--- config.mk ---
export PLATFORM = sky130hd
export DESIGN_NAME = demux_row_loader
export DESIGN_NICKNAME = d
export VERILOG_FILES = /design/src/rtl/demux_row_loader.sv
export SDC_FILE = /design/constraint.sdc
export NUM_CORES = 1
export LEC_CHECK = 0
export ABC_AREA = 1
export CAP_MARGIN = 30
export CORE_ASPECT_RATIO = 0.6
export CORE_MARGIN = 10
export CORE_UTILIZATION = 34
export DETAILED_ROUTE_END_ITERATION = 7
export PLACE_DENSITY_LB_ADDON = 0.08
export SYNTH_ARGS = -nofsm -noshare
export SYNTH_HDL_FRONTEND = slang
export SYNTH_SLANG_ARGS = --single-unit
--- constraint.sdc ---
create_clock -name clk -period 1.9 [get_ports clk]
set_clock_uncertainty 0.1 [all_clocks]
set_input_delay 0.19 -clock clk [delete_from_list [all_inputs] [get_ports clk]]
set_output_delay 0.19 -clock clk [all_outputs]
set_load 0.02 [all_outputs]
--- src/rtl/demux_row_loader.sv ---
// demux_row_loader: sequences a valid/ready byte stream onto N demux lanes,
// one byte per lane per row, counting rows against a programmed load length.
// Optional feature macro: DEMUX_ZERO_PAD_EN (zero-pads short rows via PAD).
// Ports:
//   clk, rst        clock, async active-high reset
//   start, num_rows load request and row count (sampled in IDLE)
//   in_valid/in_data/in_last/in_ready  byte stream handshake
//   sel, lane_data, lane_we            registered demux controls
//   row_done, done  one-cycle completion pulses
//   busy            load in progress
//   err             sticky short-row error
module demux_row_loader #(
    parameter int N      = 8,
    parameter int ROWS_W = 8
) (
    input  logic                 clk,
    input  logic                 rst,
    input  logic                 start,
    input  logic [ROWS_W-1:0]    num_rows,
    input  logic                 in_valid,
    input  logic [7:0]           in_data,
    input  logic                 in_last,
    output logic                 in_ready,
    output logic [$clog2(N)-1:0] sel,
    output logic [7:0]           lane_data,
    output logic [N-1:0]         lane_we,
    output logic                 row_done,
    output logic                 busy,
    output logic                 done,
    output logic                 err
);

    localparam int LW = $clog2(N);
    localparam logic [LW-1:0] LAST = LW'(N - 1);

    localparam logic [1:0] IDLE = 2'd0;
    localparam logic [1:0] LOAD = 2'd1;
`ifdef DEMUX_ZERO_PAD_EN
    localparam logic [1:0] PAD  = 2'd2;
`endif

    logic [1:0]        state;
    logic [LW-1:0]     lane_cnt;
    logic [ROWS_W-1:0] row_cnt;
    logic [ROWS_W-1:0] rows_tgt;
    logic [ROWS_W-1:0] row_nxt;
    logic              wr;
    logic              wrap;
    logic              fin;
    logic              short_row;
    logic [7:0]        wdat;

    always_comb begin
        row_nxt   = row_cnt + ROWS_W'(1);
        wr        = (state == LOAD) && in_valid;
        wdat      = in_data;
`ifdef DEMUX_ZERO_PAD_EN
        // PAD writes one zero byte per cycle, independent of the stream
        if (state == PAD) begin
            wr   = 1'b1;
            wdat = 8'h00;
        end
`endif
        wrap      = wr && (lane_cnt == LAST);
        fin       = wrap && (row_nxt == rows_tgt);
        // in_last on the final lane is an ordinary row end, not a short row
        short_row = (state == LOAD) && in_valid && in_last && !wrap;
    end

    assign in_ready = (state == LOAD);
    assign busy     = (state != IDLE);

    always_ff @(posedge clk or posedge rst) begin
        if (rst) begin
            state     <= IDLE;
            lane_cnt  <= '0;
            row_cnt   <= '0;
            rows_tgt  <= '0;
            sel       <= '0;
            lane_data <= '0;
            lane_we   <= '0;
            row_done  <= 1'b0;
            done      <= 1'b0;
            err       <= 1'b0;
        end else begin
            lane_we  <= '0;
            row_done <= 1'b0;
            done     <= 1'b0;
            if (state == IDLE) begin
                if (start) begin
                    err <= 1'b0;
                    if (num_rows != '0) begin
                        rows_tgt <= num_rows;
                        lane_cnt <= '0;
                        row_cnt  <= '0;
                        state    <= LOAD;
                    end else begin
                        done <= 1'b1;
                    end
                end
            end else if (wr) begin
                lane_data <= wdat;
                sel       <= lane_cnt;
                lane_we   <= N'(1) << lane_cnt;
                unique case (1'b1)
                    wrap: begin
                        lane_cnt <= '0;
                        row_cnt  <= row_nxt;
                        row_done <= 1'b1;
                        if (fin) begin
                            done  <= 1'b1;
                            state <= IDLE;
                        end else begin
                            state <= LOAD;
                        end
                    end
                    short_row: begin
`ifdef DEMUX_ZERO_PAD_EN
                        state    <= PAD;
                        lane_cnt <= lane_cnt + LW'(1);
`else
                        // source re-sends the whole row from lane 0
                        err      <= 1'b1;
                        lane_cnt <= '0;
`endif
                    end
                    default: lane_cnt <= lane_cnt + LW'(1);
                endcase
            end
        end
    end

endmodule

== Yosys cells after proc, flatten, opt, wreduce, memory -nomap -nowiden ==
Index checks and enable logic that the tools add are counted.
Storage, ports and cells
  ROM bits: 0
  register bits after elaboration: 43
  memories kept: 0
  bits in writable memories: 0
  output and inout bits: 24
  bits in latches: 0
  logic and storage cells: 68
Cells by class
  $lt $le $gt $ge: 0
  add/sub/neg operators: 2
  divide/modulo/power cells: 0
  muxes and demuxes: 31
  shift operators: 1
  eq/ne operators: 5
  multipliers: 0
  reduce and logical (&&, ||, !) cells: 18
  bitwise operators: 1
Operators by type and width (count)
  8-bit two-way mux: 7
  3-bit two-way mux: 5
  1-bit two-way mux: 14
  2-bit two-way mux: 5
  3-bit AND reduction: 3
  8-bit by 1-bit adder with 8-bit output (second input constant): 1
  8-bit == test: 1
  2-bit nonzero test: 4
  8-bit nonzero test: 1
  1-bit by 3-bit << shifter with 8-bit output (first input constant): 1
  1-bit logical AND: 5
  4-bit AND reduction: 1
  3-bit by 1-bit adder with 3-bit output (second input constant): 1
  3-bit == test (second input constant): 1
  2-bit by 1-bit == test with 1-bit output (second input constant): 1
  2-bit zero test: 1
  2-bit by 1-bit inequality test with 1-bit output (second input constant): 1
  2-bit inequality test (second input constant): 1
  2-bit AND reduction: 1
  2-bit OR reduction: 1
  1-bit zero test: 1
  1-bit NOT: 1

== Longest topological paths before layout ==
Gate-level depths: netlist of run 1.
  depth after elaboration: 9
  depth in mapped cells: 12
  mapped depth without buffers: 12

== Worst setup path before layout of run 1 ==
OpenSTA, ideal clock, no wires.
  kind: reg-to-reg
  start: register lane_cnt[0]
  end: register state[0]
  path slack: 0.297 ns
  arrival time: 1.386 ns
  required time: 1.683 ns
  stages on the path, launching flop included: 12
  path buffers: 0
  clock period less this slack: 1.603 ns
  cells stage by stage: dfrtp_1 > ha_1 > ha_1 > inv_1 > nor2_8 > nand2_1 > nor2_1 > nand3_1 > nor2_1 > nand3_1 > nand2_1 > nand2_1
Between the ends
  longest elaborated chain between the ends: 7
  elaborated cells between the ends (all ways): 9
  classes of those cells: eq/ne: 1; mux: 4; reduce/logical: 4
RTL lines
  from (decl): line 43  | logic [LW-1:0] lane_cnt;
  from (signal assigned): line 127  | default: lane_cnt <= lane_cnt + LW'(1);
  3-bit == test (*): line 64  | wrap = wr && (lane_cnt == LAST);
  1-bit logical AND (*): line 64
  1-bit logical AND: line 65  | fin = wrap && (row_nxt == rows_tgt);
  1-bit two-way mux: line 110  | if (fin) begin
  2-bit two-way mux: line 105  | unique case (1'b1)
  2-bit two-way mux: line 101  | end else if (wr) begin
  2-bit two-way mux: line 89  | if (state == IDLE) begin
  to (signal assigned): line 96  | state <= LOAD;
  to (signal assigned): line 112  | state <= IDLE;
  to (signal assigned): line 114  | state <= LOAD;
  to (decl): line 42  | logic [1:0] state;
Mark *: on every way between the ends. The rest lies on a longest branch, timed or not. The select of a mux whose other input is x is not followed.
A chain may end at the register's enable or synchronous reset.

== Worst setup path in the final report of run 1 ==
  start: register lane_cnt[0]
  end: register row_cnt[7]
Between the ends
  longest elaborated chain between the ends: 4
RTL lines
  3-bit == test: line 64
  1-bit logical AND: line 64
  2-bit nonzero test (no line)
  4-bit AND reduction (no line)
  to (signal assigned): line 108  | row_cnt <= row_nxt;
  to (decl): line 44  | logic [ROWS_W-1:0] row_cnt;
Every way passes these cells.

==> impl_metrics.yaml, run 1 <==
worst_setup_path:
  crit_start: "lane_cnt[0]"
  endpoint_kind: "register"
  critPathLaunchType: "register"
  r2r-end: "row_cnt[7]"
  cp.arrival_ns: 1.79
  worstSetupPathType: "register to register"
  cp_max_fo: 6
  reg2reg_slack_ns: 0.21
  r2r-start: "lane_cnt[0]"
  cp.required_ns: 2.00
  ff2ff_path_depth: 9
synthesis:
  synth-simple-area-share_pct: 31.0
  synth_top_family_by_area: "simple AND/OR/NAND/NOR gates"
  yosysSeqAreaShare_pct: 49.4
  synthTopCellsByArea: "dfrtp_1, nand2_1, nand3_1, inv_1, ha_1"
  synth-main-ff-cell: "dfrtp_1"
  ys_types: 24
  yosysMostFrequentCell: "nand2_1"
  synth-adder-area-share_pct: 4.22
  synth_common_cells: "nand2_1, dfrtp_1, inv_1"
  syn-instance-count: 259
  synth_mux_area_share_pct: 0
  ys_warn_count: 0
  synth-compound-area-share_pct: 5.55
  async_flop_share_pct: 100
  synth_fp_nets: 287
  synth_top_cell_area_share_pct: 49.4
  synth.cell_area_mm2: 0.00208
  yosys.area.top_type: "dfrtp_1"
  synth-xor-area-share_pct: 0.422
  synth_area_per_cell_um2: 8.01
  synth-seq-cells: 41
  synth_edf_count: 0
clocking:
  hold_buffers: 0
  numCtsBuffers: 5
  post_cts_buffers: 0
  cts_root_buf: "clkbuf_8"
  postCtsResizedCells: 0
  clock_latency_ns: 0.29
  clk_pin_slew_ns: 0.08
  cts_tree: "yes"
  cts.sinks: 41
  htreeDepth: 2
  clockBufferDepth: 2
floorplanning:
  coreArea_mm2: 0.00575
  start_util_pct: 36.1
  die_h_um: 80.5
  fp-row-count: 21
  die_x_um: 121
  io-pin-count: 45
  die_area_mm2: 0.00973
power_and_ir_drop:
  p_seq_share_pct: 39.3
  p_int_mw: 2.07
  p_switching_mw: 1.32
  combPwrFrac_pct: 43.5
  clock_power_share_pct: 17.3
  peakVddDrop_mv: 0.504
  power.leakage_nw: 1.37
  pwr_density_cell_mw_per_mm2: 1230
  p_sw_share_pct: 39.0
placement:
  gp_congestion: 0.849
  hpwl_mm: 3.96
  place_inst: 389
  portBuffers: 44
outcome:
  outcome: "completed"
timing:
  tightest_slew_ns: 0.538
  slew_headroom_pct: 64.2
  max_freq_mhz: 592
  setup-violations-final: 0
  fin_hold_ws_ns: 0.234
  period_share_pct: 88.9
  timing.setup.tns_ns: 0
  min_period_ns: 1.69
  hold_viol_final: 0
  maxSlewViolCount: 0
  rsz0062_at_grt: "no"
route:
  dr.pass1.iters: 6
  ant_nets: 0
  routedWlPerCell_um: 12.8
  viasPerCell: 4.40
  drt_iter0_drc: 87
  route.vias.total: 1743
  route.detailed.drc: 0
  wl_mm: 5.08
global_route:
  grt-ovfl-total: 0
  grt_use_total_pct: 11.0
  grt_pass1_vias: 1608
  grt_pass1_wl_mm: 8.57
  antenna_found_initial: 0
  grt_max_degree: 42
final_layout:
  syn2layout_area_growth_pct: 32.5
  nets: 344
  fin_cells: 396
  drive_gt1_share_pct: 9.49
  antennaDiodeCount: 0
run:
  cap_violations: 0
worst_hold_path:
  hold_path.class: "input port to async pin"
-- power by group through the flow --
| stage | sequential, mW | clock (mW) | combinational, mW |
|---|---|---|---|
| after floorplan | 1.48 | 0 | 0.728 |
| after global placement | 1.34 | 0 | 1.49 |
| after detailed placement | 1.35 | 0 | 1.49 |
| after CTS | 1.33 | 0.598 | 1.49 |
| after global routing | 1.37 | 0.635 | 1.66 |
| final | 1.33 | 0.585 | 1.47 |
-- placed cells by master, fill, tap and decap left out, drive strengths merged --
| master | synthesis | final |
|---|---|---|
| nor3 | 1 | 1 |
| clkdlybuf4s50 | 0 | 44 |
| xor2 | 1 | 1 |
| a31oi | 1 | 1 |
| a21oi | 2 | 2 |
| nand4 | 4 | 4 |
| nor2 | 21 | 21 |
| o21ai | 16 | 16 |
| nand3b | 1 | 1 |
| ha | 7 | 7 |
| clkbuf | 1 | 7 |
| dfrtp | 41 | 41 |
| inv | 35 | 35 |
| nand2 | 92 | 92 |
| buf | 8 | 15 |
| nand3 | 28 | 28 |
-- registers in the layout, indices dropped and copies added (netlist names), 3 cells and up --
signal	cells
lane_we	8
lane_data	8
row_cnt	8
rows_tgt	8
lane_cnt	3
sel	3
-- worst max path at each step --
stage                        endpoint  slack [ns]  depth (start not counted)
after CTS                  row_cnt[7]        0.21                          9
after global routing       row_cnt[7]        0.10                          9
final                      row_cnt[7]        0.21                          9
after floorplan              state[0]        0.30                         11
after global placement    lane_cnt[0]        0.07                          9
after detailed placement  lane_cnt[0]        0.09                          9
-- kinds of logic (layout without fill, tap and decap cells) --
kind of cell,after synthesis,after routing
and+or+nand+nor,147,147
buffers and inverters,44,101
DFF,41,41
AOI/OAI and AO/OA,19,19
adders and majority gates,7,7
xor gates and xnor gates,1,1
-- layout make-up --
| type | instances | area [um2] |
|---|---|---|
| well taps | 80 | 100 |
| multi-input cells | 174 | 855 |
| fillers | 583 | 3000 |
| repair buffers | 59 | 553 |
| inverters | 35 | 131 |
| clock buffers | 7 | 86.3 |
| flip-flops and latches | 41 | 1030 |
-- routing by layer --
layer  routed length [um]  global-route usage (%)  part of all wire [%]  vias to the layer above
met3                  284                    3.00                   5.6                        4
met5                    0                       0                     0                        -
met2                 1910                    14.6                    38                       47
li1                     -                       -                     -                      920
met4                   27                    2.16                  0.53                        0
met1                 2850                    16.7                    56                      772
-- critical path, stage by stage, from the launching register on --
cell,delay [ns]
dfrtp_1,0.39
ha_1,0.23
ha_1,0.18
inv_1,0.13
nor2_8,0.07
inv_2,0.11
nand2_2,0.07
inv_1,0.09
a31oi_4,0.05
o21ai_0,0.19
-- per-stage QoR --
stage	instance area, um2	worst slack, ns	utilization [%]	power [mW]
floorplan	2080	0.297	-	2.21
CTS	2750	0.212	47.8	3.42
detailed placement	2670	0.0896	46.3	2.84
global route	2750	0.103	47.8	3.67
global placement	2670	0.0713	46.3	2.84
finish	2750	0.212	47.8	3.39
No activity file was read; power rests on OpenSTA's default activity.
==> inputs of run 2 (changes only) <==
==> constraint.sdc (replaced) <==
create_clock -name clk -period 1.9 [get_ports clk]
set_clock_uncertainty 0.1 [all_clocks]
set_input_delay 0.19 -clock clk [delete_from_list [all_inputs] [get_ports clk]]
set_output_delay 0.19 -clock clk [all_outputs]
set_load 0.1 [all_outputs]
==> impl_metrics.yaml, run 2 (synthesized netlist as in run 1, its figures left out) <==
outcome:
  outcome: "completed"
clocking:
  cts_root_buf: "clkbuf_8"
  htreeDepth: 2
  clockBufferDepth: 2
  clock_latency_ns: 0.29
  hold_buffers: 0
  numCtsBuffers: 5
  postCtsResizedCells: 0
  cts.sinks: 41
  clk_pin_slew_ns: 0.08
  cts_tree: "yes"
  post_cts_buffers: 0
timing:
  rsz0062_at_grt: "no"
  timing.setup.tns_ns: 0
  max_freq_mhz: 588
  tightest_slew_ns: 0.338
  slew_headroom_pct: 77.5
  hold_viol_final: 0
  setup_slack_ns: 0.200
  min_period_ns: 1.70
  maxSlewViolCount: 0
  setup-violations-final: 0
  period_share_pct: 89.5
route:
  routedWlPerCell_um: 12.7
  route.vias.total: 1728
  route.detailed.drc: 0
  dr.pass1.iters: 6
  viasPerCell: 4.33
  drt_iter0_drc: 120
  ant_nets: 0
  wl_mm: 5.06
final_layout:
  layout_commonest_cell: "nand2_1"
  antennaDiodeCount: 0
  syn2layout_area_growth_pct: 33.9
  layout_common_cells: "nand2_1, dfrtp_1, buf_4, inv_1, nand3_1"
  drive_gt1_share_pct: 18.5
  nets: 346
  fin_cells: 399
floorplanning:
  start_util_pct: 36.1
  coreArea_mm2: 0.00575
  die_h_um: 80.5
  fp-row-count: 21
  die_area_mm2: 0.00973
  io-pin-count: 45
  die_x_um: 121
global_route:
  grt_max_degree: 27
  grt_pass1_vias: 1699
  grt_pass1_wl_mm: 8.66
  antenna_found_initial: 0
  grt_use_total_pct: 11.1
  grt-ovfl-total: 0
worst_hold_path:
  hold_path.class: "input port to async pin"
placement:
  gp_congestion: 0.796
  hpwl_mm: 4.07
  pre_cts_slack_ns: 0.122
  portBuffers: 44
  place_inst: 391
worst_setup_path:
  reg2reg_slack_ns: 0.20
  worstSetupPathType: "register to register"
  r2r-end: "row_cnt[7]"
  r2r-start: "lane_cnt[0]"
  critPathLaunchType: "register"
  cp.required_ns: 1.96
  endpoint_kind: "register"
  ff2ff_path_depth: 9
  cp.arrival_ns: 1.76
  cp_max_fo: 6
power_and_ir_drop:
  power.leakage_nw: 1.45
  pwr_density_cell_mw_per_mm2: 1630
  peakVddDrop_mv: 1.15
run:
  cap_violations: 0
[run 2: worst max path at each step]
stage | startpoint | endpoint | slack, ns | depth (start not counted)
after global routing | row_cnt[2] | state[0] | 0.07 | 9
after floorplan | state[0] | state[0] | 0.16 | 9
after CTS | lane_cnt[0] | row_cnt[7] | 0.18 | 9
final | lane_cnt[0] | row_cnt[7] | 0.20 | 9
after detailed placement | num_rows[1] | lane_cnt[1] | 0.12 | 9
after global placement | num_rows[7] | lane_cnt[2] | 0.11 | 9
[run 2: layout make-up]
cell class | instances | area [um2]
flip-flops and latches | 41 | 1030
clock inverters | 3 | 65.1
well taps | 80 | 100
inverters | 35 | 131
repair buffers | 61 | 533
clock buffers | 5 | 68.8
fillers | 569 | 2970
multi-input cells | 174 | 855
[run 2: where the power goes]
part	internal (mW)	switching, mW	total (mW)
registers	1.14	0.206	1.35
clock network	0.522	0.311	0.834
logic	0.622	1.72	2.34
total	2.29	2.24	4.53
[run 2: stage by stage]
step / area (um2) / hold WS [ns] / total power [mW] / util, %
final: 2780 / 0.115 / 4.53 / 48.3
after global placement: 2650 / 0.371 / 3.73 / 46.0
after floorplan: 2080 / 0.200 / 3.09 / -
after global routing: 2780 / 0.141 / 4.81 / 48.3
after detailed placement: 2650 / 0.371 / 3.73 / 46.0
after CTS: 2780 / 0.117 / 4.58 / 48.3
[run 2: critical path, cell delays in order (launching register included)]
cell,delay [ns]
dfrtp_1,0.35
ha_1,0.18
ha_1,0.15
inv_1,0.08
nor2_8,0.14
inv_2,0.08
nand2_2,0.08
inv_1,0.07
a31oi_4,0.22
o21ai_0,0.12
[run 2: metal layers]
| layer | vias to the layer above | part of all wire [%] | GRT usage, % |
|---|---|---|---|
| li1 | 918 | - | - |
| met1 | 761 | 52 | 16.2 |
| met2 | 44 | 38 | 14.8 |
| met3 | 5 | 8.5 | 3.70 |
| met4 | 0 | 0.65 | 2.88 |
| met5 | - | 0 | 0 |
==> edit 1: new RTL, flow settings as in run 2 <==
Add a define of `DEMUX_ZERO_PAD_EN`.
--- a/src/rtl/demux_row_loader.sv
+++ b/src/rtl/demux_row_loader.sv
@@ -9,6 +9,8 @@
 //   row_done, done  one-cycle completion pulses
 //   busy            load in progress
 //   err             sticky short-row error
+`define DEMUX_ZERO_PAD_EN
+
 module demux_row_loader #(
     parameter int N      = 8,
     parameter int ROWS_W = 8
Check against the original RTL: not equivalent (a bounded check fails within 4 cycles, from zero or initial values and one cycle with rst high).
==> edit 1 against run 2 <==
  * Total power rose by 0.89%
  * Non-clock buffer count fell by 7
  * Design area fell by 1.7%
  * Area after synthesis fell by 1.7%
  * Routed wire length fell by 1.4%
  * Worst setup slack got worse by 0.032 ns
  * Sequential cell count rose by 1
  * Cell count fell by 6.0%
  * Critical path type unchanged
==> edit 1: results <==
[status]
status = "finished, final reports clean"

[routing]
firstDrtPassIters = 5

[placement]
dp_hpwl_um = 3790
postPlaceCellArea_um2 = 2600
pre_cts_ws_ns = -0.152
portBuffers = 43
dp_cells = 367
globalplace.congestion = 0.841

[sta]
max_freq_ghz = 0.578
hold-worst-slack_ns = 0.153

[logic_synthesis]
synth_compound_area_share_pct = 11.8
syn_nets = 266
yosys.area_share.adder_pct = 4.29
synthCells = 238
synthXorXnorAreaFrac_pct = 0.429
yosys-top-cells-area = "dfrtp_1, nand2_1, inv_1"

[final_layout]
stdcell_count = 375
nFillCells = 572
nNetsFinal = 322

[pwr]
pwr_density_cell_nw_per_um2 = 1670

[global_route]
grt.total_usage_pct = 10.6
grt_pass1_wl_um = 8170
grt_max_degree = 43

[critical_path]
slowest_delay_ns = 0.39
reg2reg_depth = 10
r2r_end = "state[0]$_DFFE_PP0P_"
critPathMaxFanout = 7
==> edit 1: cell types whose count changed after synthesis, sizes merged, moves of 3 or more <==
cell	run 2	this run
a32o	0	8
buf	8	5
inv	35	40
nand2	92	56
nand3	28	24
o21ai	16	22
o22ai	0	4
==> edit 1: per-layer routing <==
metal / vias to the layer above / share of wire, % / global-route usage [%]
li1: 878 / - / -
met1: 722 / 56 / 15.9
met2: 41 / 36 / 13.1
met3: 5 / 6.5 / 4.17
met4: 0 / 1.1 / 3.60
met5: - / 0 / 0
==> edit 1: layout make-up <==
class / count / share of cell area, %
flip-flops and latches: 42 / 38.5
repair buffers: 54 / 18.0
inverters: 40 / 5.63
multi-input cells: 151 / 30.2
clock buffers: 5 / 2.52
clock inverters: 3 / 1.47
well taps: 80 / 3.66
==> edit 1: where the power goes <==
part	internal [mW]	total [mW]	switching, mW
registers	1.16	1.34	0.180
clock network	0.387	0.701	0.314
logic	0.686	2.52	1.84
==> edit 2: new RTL, flow settings as in run 2 <==
Made on the original files. Register the output `err` once more, with the module's reset; this adds one clock of latency there. The other outputs are not delayed to match.
--- a/src/rtl/demux_row_loader.sv
+++ b/src/rtl/demux_row_loader.sv
@@ -35,6 +35,8 @@
 
     localparam logic [1:0] IDLE = 2'd0;
     localparam logic [1:0] LOAD = 2'd1;
+
+    logic err_s0;
 `ifdef DEMUX_ZERO_PAD_EN
     localparam logic [1:0] PAD  = 2'd2;
 `endif
@@ -81,14 +83,14 @@
             lane_we   <= '0;
             row_done  <= 1'b0;
             done      <= 1'b0;
-            err       <= 1'b0;
+            err_s0    <= 1'b0;
         end else begin
             lane_we  <= '0;
             row_done <= 1'b0;
             done     <= 1'b0;
             if (state == IDLE) begin
                 if (start) begin
-                    err <= 1'b0;
+                    err_s0 <= 1'b0;
                     if (num_rows != '0) begin
                         rows_tgt <= num_rows;
                         lane_cnt <= '0;
@@ -120,7 +122,7 @@
                         lane_cnt <= lane_cnt + LW'(1);
 `else
                         // source re-sends the whole row from lane 0
-                        err      <= 1'b1;
+                        err_s0   <= 1'b1;
                         lane_cnt <= '0;
 `endif
                     end
@@ -130,5 +132,13 @@
         end
     end
 
+    always_ff @(posedge clk or posedge rst) begin
+        if (rst) begin
+            err <= '0;
+        end else begin
+            err <= err_s0;
+        end
+    end
+
 endmodule
 
Function: changed (Yosys sat finds a counterexample within 4 cycles, from zero or initial values and one cycle with rst high).
==> edit 2 against run 2 <==
  * Design area fell by 2.1%
  * Sequential cell count grew 1
  * Hold slack better by 0.017 ns
  * Routed wire length is 3.8% higher
  * Area after synthesis down 0.24%
  * Worst setup slack got worse by 0.020 ns
  * First-iteration DRC count down 19%
  * Die area shrank 0.19%
  * Via count is 1.0% higher
  * Critical path type unchanged
Power is not compared: it rests on default switching activity, and its combinational part moved more than twofold at a synthesized area within 25%.
==> edit 2: results <==
[placement]
portBuffers = 44
dp_hpwl_um = 4090
postPlaceCellArea_um2 = 2620
pre_cts_ws_ns = -0.0476
globalplace.congestion = 0.844

[sta]
maxSlewHeadroom_pct = 47.4
min_period_ns = 1.72
hold-worst-slack_ns = 0.131

[cts]
clockBufferDepth = 2
path_clk_slew_ns = 0.09
h-tree-depth = 2
clock_latency_ns = 0.29
cts_resized = 0
root_buffer = "clkbuf_8"
numCtsBuffers = 5

[routing]
firstDrtPassIters = 4
wl_um = 5250
via_count = 1746
drtIter0Drc = 97

[global_route]
grt.total_usage_pct = 11.2
grt_pass1_wl_um = 8630
antenna_found_initial = 0
grt_max_degree = 43

[logic_synthesis]
ys_warn_count = 0
synth_cell_types = 18
synth_compound_area_share_pct = 6.28
muxShareOfSynthArea_pct = 0
synthXorXnorAreaFrac_pct = 0.423
yosys-top-cells-area = "dfrtp_1, nand2_1, inv_1"
synth_commonest_cells = "nand2_1, dfrtp_1, inv_1, nand3_1, nor2_1"
syn_nets = 289
yosys.area_share.adder_pct = 4.23
synth-async-reset-ratio_pct = 100
synth_seq_area_share_pct = 50.8

[critical_path]
crit_arrival_ns = 1.81
reg2reg_depth = 10
crit_type = "reg -> reg"
slowest_stage = "dfrtp_1"
critPathMaxFanout = 9
critPathLaunch = "lane_cnt[1]$_DFFE_PP0P_"
rrSetupSlack_ns = 0.18
slowest_delay_ns = 0.41
r2r_end = "state[0]$_DFFE_PP0P_"

[status]
status = "finished, final reports clean"

[final_layout]
n_antenna_cell = 0
nNetsFinal = 348
drive_above_1_share_pct = 16.5
nFillCells = 601

[worst_hold_path]
hold_path.class = "in -> async"

[pwr]
irDropWorstVdd_v = 0.000405
leakagePower_nw = 1.43
## edit 2: changes by cell type after synthesis, moves of 3 or more
| cell | delta |
|---|---|
| nor2_1 | +5 |
| nand4_1 | -4 |
| o21ai_0 | +5 |
| inv_1 | +4 |
| a32o_1 | +3 |
| nand3_1 | -3 |
## edit 2: cell families (layout without fill, tap and decap cells)
logic type,Yosys count,count (layout)
buf+inv,44,104
fa+ha+maj,7,7
compound gates,23,23
xor+xnor,1,1
flops,42,42
simple gates,144,144
## edit 2: timing repair
action,in CTS,in global routing
setup buffers,0,1
endpoints found under the hold margin,0,0
endpoints found under the setup margin,0,1
## edit 2: report_power, final
| part | total [mW] | internal [mW] | switching, mW |
|---|---|---|---|
| Combinational | 0.891 | 0.234 | 0.658 |
| Sequential | 1.06 | 0.987 | 0.0726 |
| Clock | 0.610 | 0.294 | 0.316 |
| Total | 2.56 | 1.51 | 1.05 |
## edit 2: layout make-up
type | instances | area [µm²] | area share [%]
Tap cell | 80 | 100 | 3.68
Inverter | 39 | 146 | 5.38
Clock inverter | 1 | 5.00 | 0.184
Multi-Input combinational cell | 175 | 842 | 30.9
Clock buffer | 7 | 86.3 | 3.17
Timing Repair Buffer | 57 | 490 | 18.0
Sequential cell | 42 | 1050 | 38.6
## edit 2: metal layers
layer / GRT usage [%] / routed length [µm]
met5: 0 / 0
met3: 3.63 / 364
met4: 2.88 / 31
met1: 17.2 / 2930
met2: 14.0 / 1920
## edit 2: per-stage QoR
step,setup TNS [ns],cells
2_1_floorplan,0,261
3_3_place_gp,-0.0263,392
3_5_place_dp,-0.0476,392
4_1_cts,0,400
5_1_grt,-0.000153,401
6_report,0,401
## edit 2: worst max-delay path: cells and delay by family (launching register included)
kind	cells	cell delay, ns
simple gates	5	0.46
flops	1	0.41
fa+ha+maj	2	0.40
buf+inv	3	0.25
